**src/rtl/seq_multiplier_nxm.sv**
```systemverilog
// Sequential shift-add multiplier: one bit of b per clock, LSB first.
// Result appears B_W cycles after start with a one-cycle done pulse.
module seq_multiplier_nxm #(
  parameter int A_W = 4,
  parameter int B_W = 3
) (
  input  logic               clk,
  input  logic               rst,
  input  logic               start,
  input  logic [A_W-1:0]     a,
  input  logic [B_W-1:0]     b,
  output logic               busy,
  output logic               done,
  output logic [A_W+B_W-1:0] product
);

  localparam int P_W = A_W + B_W;
  localparam int C_W = (B_W < 2) ? 1 : $clog2(B_W + 1);
  localparam logic [C_W-1:0] LAST = C_W'(B_W - 1);

  typedef enum logic [1:0] {
    IDLE,
    RUN,
    DONE
  } state_t;

  state_t         state;
  logic [P_W-1:0] a_sh;
  logic [B_W-1:0] b_sh;
  logic [P_W-1:0] acc;
  logic [P_W-1:0] acc_next;
  logic [C_W-1:0] cnt;

  // a is pre-shifted and b shifted down each step, equivalent to (a << cnt) gated by b[cnt]
  always_comb begin
    acc_next = acc;
    if (b_sh[0]) acc_next = acc + a_sh;
  end

  always_ff @(posedge clk or posedge rst) begin
    if (rst) begin
      state   <= IDLE;
      busy    <= 1'b0;
      done    <= 1'b0;
      product <= '0;
      acc     <= '0;
      cnt     <= '0;
      a_sh    <= '0;
      b_sh    <= '0;
    end else begin
      case (state)
        IDLE, DONE: begin
          done <= 1'b0;
          if (start) begin
            a_sh  <= P_W'(a);
            b_sh  <= b;
            acc   <= '0;
            cnt   <= '0;
            busy  <= 1'b1;
            state <= RUN;
          end else begin
            busy  <= 1'b0;
            state <= IDLE;
          end
        end
        RUN: begin
          a_sh <= a_sh << 1;
          b_sh <= b_sh >> 1;
          acc  <= acc_next;
          cnt  <= cnt + C_W'(1);
          if (cnt == LAST) begin
            product <= acc_next;
            busy    <= 1'b0;
            done    <= 1'b1;
            state   <= DONE;
          end
        end
        default: begin
          state <= IDLE;
          busy  <= 1'b0;
          done  <= 1'b0;
        end
      endcase
    end
  end

endmodule

```
**config.mk**
```make
export PLATFORM = sky130hd
export DESIGN_NAME = seq_multiplier_nxm
export DESIGN_NICKNAME = d
export VERILOG_FILES = /design/src/rtl/seq_multiplier_nxm.sv
export SDC_FILE = /design/constraint.sdc
export NUM_CORES = 1
export LEC_CHECK = 0
export BUFFER_PORTS_ARGS = -buffer_cell sky130_fd_sc_hd__buf_2
export CAP_MARGIN = 40
export CORE_ASPECT_RATIO = 1.2
export CORE_MARGIN = 3
export CORE_UTILIZATION = 29
export CTS_CLUSTER_DIAMETER = 40
export CTS_CLUSTER_SIZE = 25
export DETAILED_ROUTE_END_ITERATION = 8
export PLACE_DENSITY_LB_ADDON = 0.15
export SYNTH_ARGS = -nofsm -noshare
export SYNTH_HDL_FRONTEND = slang
export SYNTH_SLANG_ARGS = --single-unit
```
**constraint.sdc**
```tcl
create_clock -name clk -period 2.1 [get_ports clk]
set_input_delay 0.315 -clock clk [delete_from_list [all_inputs] [get_ports clk]]
set_output_delay 0.315 -clock clk [all_outputs]
set_load 0.02 [all_outputs]
```
== Yosys cells after proc, flatten, opt, wreduce, memory -nomap -nowiden ==
Cells that the tools add are included.
Cells by class
  add/subtract/negate cells: 2
  equal/unequal tests: 5
  mux-type cells: 17
  reductions and logical operators: 5
Operators with widths (count)
  $pmux 7 s2: 2
  $mux 7: 3
  $pmux 2 s2: 2
  $add 7x7->7: 1
  $pmux 3 s2: 1
  $mux 1: 5
  $eq 2x2->1 const B: 2
  $mux 2: 2
  $ne 2x2->1 const B: 2
  $reduce_and 2->1: 2
  $mux 3: 1
  $add 2x1->2 const B: 1
  $eq 2x1->1 const B: 1
  $logic_not 2->1: 1
  $pmux 1 s2: 1
  $reduce_bool 2->1: 1
  $reduce_or 2->1: 1
Storage, ports and cells
  flip-flop bits (word level): 30
  bits of input ports: 10
  output and inout port bits: 9
  logic and storage cells: 37

== Longest topological paths before layout ==
Gate-level depths: netlist of the first run.
  depth in word-level cells: 4
  gate-level depth with buffers: 8
  depth with buffers taken out: 8

== Worst setup path before layout of the first run ==
Ideal clock, no wire load.
  path kind: register -> register
  start point: register a_sh[0]
  end point: register acc[6]
  library setup time: 79 ps
  arrival: 1921 ps
  data required time: 2021 ps
  setup slack: 100 ps
  cell stages (with the launch flop): 9
  path buffers: 0
  period minus slack after synthesis: 2000 ps
  cells stage by stage: dfrtp_1 -> ha_1 -> inv_1 -> fa_1 -> nor2b_1 -> o211ai_1 -> a211o_1 -> a31oi_1 -> mux2i_1
Between the ends
  cells in the longest elaborated chain, start to end: 3
Ends and longest elaborated chain
  start: declaration: line 28  | logic [P_W-1:0] a_sh;
  start signal: assignment: line 55  | a_sh <= P_W'(a);
  start signal: assignment: line 67  | a_sh <= a_sh << 1;
  $add 7x7->7: line 37  | if (b_sh[0]) acc_next = acc + a_sh;
  $mux 7: line 37
  $pmux 7 s2: line 51  | case (state)
  end signal: assignment: line 69  | acc <= acc_next;
  end: declaration: line 30  | logic [P_W-1:0] acc;
Every way passes these cells.
A chain may end at the register's enable or synchronous reset.

== Final worst setup path of the first run ==
  start point: register a_sh[0]
  end point: register product[6]
Between the ends
  cells in the longest elaborated chain, start to end: 2
Ends and longest elaborated chain
  $add 7x7->7: line 37
  $mux 7: line 37
  end signal: assignment: line 72  | product <= acc_next;
  end: declaration: line 14  | output logic [A_W+B_W-1:0] product
Every way passes these cells.

==> results of run 1 <==
flip-flops by register name (all words and copies together), names as in the netlist:
name / flops
product: 7
busy: 1
acc: 7
b_sh: 3
a_sh: 7
cnt: 2
done: 1
what timing repair did:
| item | CTS | global route |
|---|---|---|
| setup buffers | 4 | 2 |
| pin swaps | 2 | 3 |
| resized for setup | 2 | 6 |
| setup endpoints to repair | 2 | 2 |
power by group through the flow:
stage | Clock, uW | Combinational, uW | Sequential (uW)
after floorplan | 0 | 1180 | 1010
after global placement | 0 | 1630 | 976
after detailed placement | 0 | 1670 | 981
after CTS | 352 | 1720 | 969
after global routing | 379 | 2010 | 1010
final | 347 | 1780 | 977
placed cells by master (no fill, tap or decap), types with 5 or more instances in the layout:
cell type,count
dfrtp_1,28
buf_2,18
buf_4,16
nand2_1,13
o21ai_0,13
nor2_1,7
mux2i_1,7
inv_1,7
a21oi_1,6
nand3_1,6
a22o_1,5
ha_1,5
logic make-up (layout without fill, tap and decap cells):
kind of cell | count (synthesis) | count (layout) | synth area share (%)
and+or+nand+nor | 45 | 45 | 15.9
AOI/OAI and AO/OA | 43 | 43 | 18.2
DFF | 28 | 28 | 44.3
buffers and inverters | 15 | 46 | 4.35
muxes | 12 | 12 | 8.23
adders and majority gates | 8 | 8 | 6.80
xor gates and xnor gates | 4 | 4 | 2.22
worst register-to-register path, cell delays in order, from the launching register on:
cell and delay (ns):
dfrtp_1 0.37, ha_2 0.19, inv_2 0.04, fa_2 0.36, nor2b_2 0.14, o211ai_1 0.12
buf_4 0.17, a211oi_4 0.20, xnor2_1 0.09, mux2_4 0.25
routing by layer:
layer,vias up,share of wire [%],track usage [%],routed length [um]
met3,11,2.5,1.73,95
met5,-,0,0,0
li1,622,-,-,-
met4,0,3.2,4.94,118
met1,601,44,15.5,1640
met2,17,50,22.0,1870
cell type report:
| class | instances | area (um2) | area share [%] |
|---|---|---|---|
| clock buffers | 4 | 55.1 | 2.87 |
| flip-flops and latches | 28 | 701 | 36.5 |
| multi-input cells | 112 | 850 | 44.2 |
| repair buffers | 34 | 210 | 10.9 |
| well taps | 60 | 75.1 | 3.91 |
| inverters | 8 | 30.0 | 1.56 |
per-stage QoR:
step / hold slack, ns / setup WS (ns) / total power, uW
final: 0.0871 / 0.0632 / 3100
after global routing: 0.118 / -0.0363 / 3400
after CTS: 0.101 / 0.0517 / 3040
after detailed placement: 0.408 / -0.0502 / 2650
after global placement: 0.407 / 0.0364 / 2610
after floorplan: 0.380 / 0.0998 / 2190
worst max path at each step:
stage | endpoint | cells after the start
final | product[6] | 9
after global routing | acc[6] | 10
after CTS | product[6] | 9
after detailed placement | acc[6] | 8
after global placement | acc[6] | 8
after floorplan | acc[6] | 8
==> results by group, run 1 <==
Timing
  • Final hold violations: 0
  • RSZ-0062 raised after global routing: yes
  • Slew headroom: between 70 and 80%
  • Fin crit period: approximately 2.0 ns
  • Slew @ Worst Pin: 0.379 ns
  • Slew Viols, Final: 0
  • Max Clk Rate: 0.491 GHz
  • Period utilization: 97.0%
  • Setup Skew: between 0.009 and 0.01 ns
  • Count of final setup violators: 0
  • Setup TNS: 0 ns

Synthesis
  • Cells after Synth: 155
  • Synthesized area per cell: 10.2 um2
  • Synth warn: 0
  • Netlist cell types: 45
  • Share of the synthesized area in the top cell type: between 40% and 50%
  • Synth Register Bits: 28
  • Synth Cell Area: 0.00158 mm2
  • Ys async rst share: 100%
  • Post-synth top cells: dfrtp_1, nand2_1, o21ai_0
  • Syn_nets: 173
  • Synth top area cells: dfrtp_1, ha_1, mux2i_1
  • Ys flop type: dfrtp_1
  • Number of synthesized flops with an enable pin: 0
  • Register area share after synthesis: 44.3%
  • Yosys top cell by area: dfrtp_1
  • Top-count cell post-synth: dfrtp_1

Worst setup path
  • Worst Path Arrival: 2.21 ns
  • Worst path slowest cell: dfrtp_1
  • Reg2reg setup slack: 0.06 ns
  • Kind of critical path: flop to flop
  • Critical path's largest stage delay: 0.37 ns
  • Crit path launch type: flop
  • CP startpoint: a_sh[0]
  • R2R Path End: product[6]
  • Worst Path Buf+Inv: 2
  • CP cell instances: ha_2 > inv_2 > fa_2 > nor2b_2 > o211ai_1 > buf_4 > a211oi_4 > xnor2_1 > mux2_4
  • FF-to-FF Start: a_sh[0]
  • Setup crit end kind: flop
  • Critical Path RT: about 2.3 ns
  • Worst reg2reg path depth: 9
  • CP top delay family: adder cells
  • Crit-path max FO: 2

Power
  • LEAKAGE: 0.000909 uW
  • Combinational share of power: a little under three fifths
  • Sw Share: between 40% and 50%
  • PD cells: approximately 1600 mW/mm2
  • Switch Pwr: about 1300 uW
  • Maximum VDD drop: 0.572 mV
  • Register share of total power: 31.5%
  • Clock power share: 11.2%
  • P_int: 1770 uW

Hold path
  • Tightest Hold Check Type: input pin to async pin

Run
  • Max-cap violations: 0

Layout
  • Final instance area: approximately 0.0019 mm2
  • Nets: roughly 210
  • Final cell count without fillers: around 250
  • Syn-to-layout area delta: 21.4%
  • Final core occ: 37.5%
  • Antenna cells: 0
  • Fillers: 526
  • Share of layout cells above drive strength 1: about 28%

Clock tree
  • Reg clk slew, reported paths: 0.10 ns
  • CTS tree: yes
  • Hold-fix buffers, CTS: 0
  • Clock buffer depth: 2
  • H-tree depth: 1
  • Num CTS Buffers: 3
  • Sink Count: 28
  • CTS root buffer: clkbuf_8
  • Worst-Skew Late Latency: 0.28 ns

Floorplan
  • Core region area: 0.00511 mm2
  • Cell Rows: 28
  • Effective utilization at floorplan: 30.9%
  • Boundary Pins: 19
  • Die H: 86.9 um
  • Die width: between 70 and 80 um
  • Die Area: approximately 0.0064 mm2

Route
  • TritonRoute pass-1 iters: 4
  • Drt drc: 0
  • WL per Instance: roughly 15 um
  • Vias per Instance: 5.09
  • Post-route ant nets: 0
  • Iter 0 DRT Violations: 47
  • Routed WL: 3.73 mm
  • Via count: between 1k and 1.5k

Status
  • Status: finished, final reports clean

Place
  • Placed cell area: between 0.0015 and 0.002 mm2
  • Buffers on Ports: 18
  • DP HPWL: roughly 2.7 mm
  • RD Place Congestion: 0.824
  • Dpl cells: 236

Global routing
  • GRT Resource Usage Total: 12.6%
  • Initial antenna violation count: 0
  • First-pass GRT wire length: 6.30 mm
  • GRT overflow: 0
  • Pin count of the biggest net entering global routing: 29
  • Vias in the first global route: 1337
No activity file was read; power rests on OpenSTA's default activity.
==> run 2: changes to the inputs <==
--- a/config.mk
+++ b/config.mk
@@ -6,8 +6,8 @@
 export NUM_CORES = 1
 export LEC_CHECK = 0
 export BUFFER_PORTS_ARGS = -buffer_cell sky130_fd_sc_hd__buf_2
-export CAP_MARGIN = 40
-export CORE_ASPECT_RATIO = 1.2
+export CAP_MARGIN = 0
+export CORE_ASPECT_RATIO = 0.75
 export CORE_MARGIN = 3
 export CORE_UTILIZATION = 29
 export CTS_CLUSTER_DIAMETER = 40
==> run 2 against run 1 <==
Utilization up 0.30 points. Critical endpoint unchanged. Global-route usage down 0.81 points. Largest cell class unchanged. Maximum frequency up 0.33%.
==> results by group, run 2 (synthesis gave the netlist of run 1 again) <==
Power
  • PD cells: 1630 mW/mm2
  • Maximum VDD drop: 0.584 mV
  • LEAKAGE: 0.000893 uW
  • Post-layout power: between 3000 and 4000 uW

Floorplan
  • Cell Rows: 22
  • Boundary Pins: 19
  • Effective utilization at floorplan: ~31%
  • Die width: 91.3 um
  • Core region area: 0.00506 mm2
  • Die H: approximately 70 um
  • Die Area: 0.00638 mm2

Worst setup path
  • Worst path slowest cell: dfrtp_1
  • Crit path launch type: flop
  • Critical Path RT: ~2.3 ns
  • Crit-path max FO: 3
  • CP top delay family: adder cells
  • Kind of critical path: flop to flop
  • Setup crit end kind: flop
  • CP cell instances: ha_2 > inv_2 > fa_2 > nor2b_2 > o211ai_1 > buf_4 > a211oi_2 > xnor2_1 > mux2_4
  • Worst Path Arrival: 2.20 ns
  • Critical path's largest stage delay: 0.38 ns
  • Worst Path Buf+Inv: 2

Layout
  • Nets: around 200
  • Fillers: 520
  • Syn-to-layout area delta: 21.2%
  • Most common cell after layout, fill and taps aside: dfrtp_1
  • Top Registers: a_sh x7, acc x7, product x7
  • Share of layout cells above drive strength 1: 26.9%
  • Antenna cells: 0
  • Most frequent cells in the layout: dfrtp_1, buf_2, nand2_1, o21ai_0, buf_4
  • Final cell count without fillers: 254

Clock tree
  • Sink Count: 28
  • H-tree depth: 1
  • Worst-Skew Late Latency: 0.28 ns
  • Reg clk slew, reported paths: 0.10 ns
  • Num CTS Buffers: 3
  • Clock buffer depth: 2
  • CTS root buffer: clkbuf_8
  • CTS tree: yes
  • Hold-fix buffers, CTS: 0

Timing
  • Setup Skew: 0.00653 ns
  • Count of final setup violators: 0
  • RSZ-0062 raised after global routing: yes
  • Slew headroom: 71.5%
  • Slew @ Worst Pin: 0.428 ns
  • Final hold violations: 0
  • Slew Viols, Final: 0
  • Period utilization: 96.7%
  • Max Clk Rate: between 0.4 and 0.5 GHz
  • Setup TNS: 0 ns
  • Fin crit period: ~2 ns

Route
  • Iter 0 DRT Violations: 84
  • Vias per Instance: roughly 4.8
  • Post-route ant nets: 0
  • Via count: approximately 1.2k
  • Routed WL: 3.54 mm
  • WL per Instance: 13.9 um
  • TritonRoute pass-1 iters: 4
  • Drt drc: 0

Place
  • DP HPWL: 2.62 mm
  • Dpl cells: 247
  • RD Place Congestion: 0.843
  • Buffers on Ports: 18

Global routing
  • Pin count of the biggest net entering global routing: 29
  • GRT overflow: 0
  • Initial antenna violation count: 0
  • GRT Resource Usage Total: 11.8%
  • Vias in the first global route: approximately 1.3k
  • First-pass GRT wire length: 6.14 mm

Status
  • Status: finished, final reports clean

Hold path
  • Tightest Hold Check Type: input pin to async pin

Run
  • Max-cap violations: 0
run 2: final cells by class:
cell class	instances	area (um2)	area share (%)
sequential	28	701	36.6
tap	72	90.1	4.70
clock inverter	1	30.0	1.57
clock buffer	3	41.3	2.15
multi-input combinational	112	845	44.1
timing repair buffer	30	180	9.40
inverter	8	30.0	1.57
run 2: tightest hold or removal path: cells and delay by family:
kind | cells | cell delay, ns
buf+inv | 3 | 0.47
run 2: stage by stage:
step | area (um2) | util [%] | setup WS [ns] | hold WS, ns
floorplan | 1580 | - | 0.0998 | 0.380
global placement | 1790 | 35.4 | 0.0450 | 0.412
detailed placement | 1790 | 35.4 | -0.124 | 0.408
CTS | 1890 | 37.3 | 0.0254 | 0.0965
global route | 1920 | 37.8 | -0.0438 | 0.124
finish | 1920 | 37.8 | 0.0699 | 0.0796
run 2: what timing repair did:
item                       CTS  global route
gates resized for setup      2             5
pin swaps                    2             3
buffers inserted             3             0
setup endpoints to repair    1             3
run 2: path summary, 6_finish.rpt:
check / cells after the start / slack, ns / to / from
max in group asynchronous: 3 / 1.74 / product[4] / rst
min reg2reg: 2 / 0.48 / product[4] / product[4]
max reg2reg: 9 / 0.07 / product[6] / acc[0]
min in group clk: 2 / 0.26 / a_sh[0] / a[0]
min: 3 / 0.08 / a_sh[6] / rst
max: 9 / 0.07 / product[6] / acc[0]
run 2: metal layers:
metal	up-vias	track usage [%]	routed length, um
li1	621	-	-
met1	565	16.9	1870
met2	28	17.9	1490
met3	4	3.12	153
met4	0	2.01	31
met5	-	0	0
run 2: power by group:
group	total [uW]	switching [uW]	leakage, uW	internal, uW
registers	1010	237	0.000354	778
clock network	428	173	0.0000357	255
logic	1680	896	0.000503	785
total	3120	1310	0.000893	1820
==> run 3: changes to the inputs <==
==> constraint.sdc (replaced) <==
create_clock -name clk -period 2.1 [get_ports clk]
set_input_delay 0.315 -clock clk [delete_from_list [all_inputs] [get_ports clk]]
set_output_delay 0.315 -clock clk [all_outputs]
set_load 0.1 [all_outputs]
==> run 3 against run 2 <==
Register-to-register slack improved by 0.06 ns. Worst hold slack got worse by 0.0038 ns. Sequential share of layout area increased by 0.66 points. Non-clock buffer count decreased by 2. Critical endpoint is now acc[6].
==> results by group, run 3 (synthesis gave the netlist of run 1 again) <==
Layout
  • Antenna cells: 0
  • Share of layout cells above drive strength 1: 25.0%
  • Final core occ: 37.2%
  • Most common cell after layout, fill and taps aside: dfrtp_1
  • Nets: 199
  • Syn-to-layout area delta: 19.1%
  • Most frequent cells in the layout: dfrtp_1, buf_2, nand2_1
  • Top Registers: a_sh x7, acc x7, product x7
  • Final cell count without fillers: 252

Clock tree
  • Hold-fix buffers, CTS: 0
  • Reg clk slew, reported paths: 0.10 ns
  • H-tree depth: 1
  • CTS root buffer: clkbuf_8
  • Worst-Skew Late Latency: 0.28 ns
  • Sink Count: 28
  • CTS tree: yes
  • Num CTS Buffers: 3
  • Clock buffer depth: 2

Worst setup path
  • CP cell instances: ha_1 > inv_1 > fa_2 > nor2b_2 > o211ai_1 > a211o_1 > a31oi_2 > mux2i_1
  • Crit-path max FO: 3
  • Kind of critical path: flop to flop
  • Critical path's largest stage delay: roughly 0.36 ns
  • Critical Path RT: 2.31 ns
  • Reg2reg setup slack: 0.13 ns
  • Worst path slowest cell: dfrtp_1
  • FF-to-FF Start: a_sh[0]
  • Crit path launch type: flop
  • R2R Path End: acc[6]
  • Worst Path Arrival: about 2.2 ns
  • CP startpoint: a_sh[0]
  • Setup crit end kind: flop
  • Worst reg2reg path depth: 8

Place
  • DP HPWL: roughly 2.6 mm
  • Buffers on Ports: 18
  • Dpl cells: 246
  • RD Place Congestion: 0.845

Floorplan
  • Cell Rows: 22
  • Effective utilization at floorplan: 31.2%
  • Core region area: 0.00506 mm2
  • Die Area: 0.00638 mm2
  • Die H: about 70 um
  • Boundary Pins: 19
  • Die width: 91.3 um

Route
  • Routed WL: between 3 and 4 mm
  • Via count: ~1.2k
  • Drt drc: 0
  • Post-route ant nets: 0
  • WL per Instance: 13.8 um
  • TritonRoute pass-1 iters: 4
  • Iter 0 DRT Violations: 103
  • Vias per Instance: approximately 5

Global routing
  • GRT Resource Usage Total: 11.4%
  • GRT overflow: 0
  • Vias in the first global route: 1177
  • First-pass GRT wire length: between 5 and 6 mm
  • Pin count of the biggest net entering global routing: 29
  • Initial antenna violation count: 0

Timing
  • Slew headroom: 67.2%
  • Slew @ Worst Pin: 0.492 ns
  • Slew Viols, Final: 0
  • Final hold violations: 0
  • Period utilization: between 90 and 100%
  • Fin crit period: 1.97 ns
  • Setup Skew: 0.00400 ns
  • Max Clk Rate: 0.509 GHz
  • Setup TNS: 0 ns
  • Count of final setup violators: 0

Hold path
  • Tightest Hold Check Type: input pin to async pin

Status
  • Status: finished, final reports clean

Run
  • Max-cap violations: 0
-- run 3: cell types whose count changed in the layout (fill, tap and decap cells not counted) --
cell	previous run	this run
buf_4	12	10
inv_1	7	8
inv_2	1	0
ha_2	1	0
o21ai_1	0	1
bufinv_16	1	0
o21ai_0	13	12
ha_1	5	6
clkbuf_8	3	4
-- run 3: worst max-delay path by stage --
stage	endpoint	slack [ns]	cells after the start
final	acc[6]	0.13	8
after global routing	product[6]	-0.0001	9
after CTS	acc[6]	0.03	8
after detailed placement	acc[6]	-0.04	8
after global placement	acc[6]	0.04	8
after floorplan	product[5]	0.05	7
-- run 3: what timing repair did --
item / 4_1_cts / 5_1_grt
endpoints found under the setup margin: 1 / 3
pin swaps: 0 / 2
hold endpoints to repair: 0 / 0
gates resized for setup: 1 / 5
buffers inserted: 1 / 1
-- run 3: worst max-delay path, delay by kind of cell, from the launching register on --
family | cells | cell delay [ns]
multiplexers | 1 | 0.20
AND/OR/NAND/NOR | 1 | 0.14
buffers and inverters | 1 | 0.05
AO/OA/AOI/OAI | 3 | 0.63
flip-flops | 1 | 0.36
adder cells (fa/ha/maj) | 2 | 0.50
-- run 3: cell type report --
class,instances,area (um2)
Fill cell,519,3180
Tap cell,72,90.1
Inverter,8,30.0
Timing Repair Buffer,28,165
Clock buffer,4,55.1
Multi-Input combinational cell,112,842
Sequential cell,28,701
-- run 3: metrics by stage --
stage | instance area (um2) | hold slack, ns | setup slack, ns
2_1_floorplan | 1580 | 0.380 | 0.0477
3_3_place_gp | 1780 | 0.406 | 0.0443
3_5_place_dp | 1780 | 0.410 | -0.0366
4_1_cts | 1850 | 0.0970 | 0.0317
5_1_grt | 1880 | 0.119 | -0.000126
6_report | 1880 | 0.0758 | 0.134
-- run 3: layer usage --
| layer | vias up | share of wire (%) | GRT usage, % |
|---|---|---|---|
| li1 | 617 | - | - |
| met5 | - | 0 | 0 |
| met2 | 23 | 42 | 16.6 |
| met1 | 595 | 53 | 17.3 |
| met3 | 4 | 3.5 | 2.58 |
| met4 | 0 | 0.72 | 2.01 |
Power of run 3 is left out: the tool's default activity adds up to more than one toggle a clock period on the data nets, which glitch-free logic cannot reach.
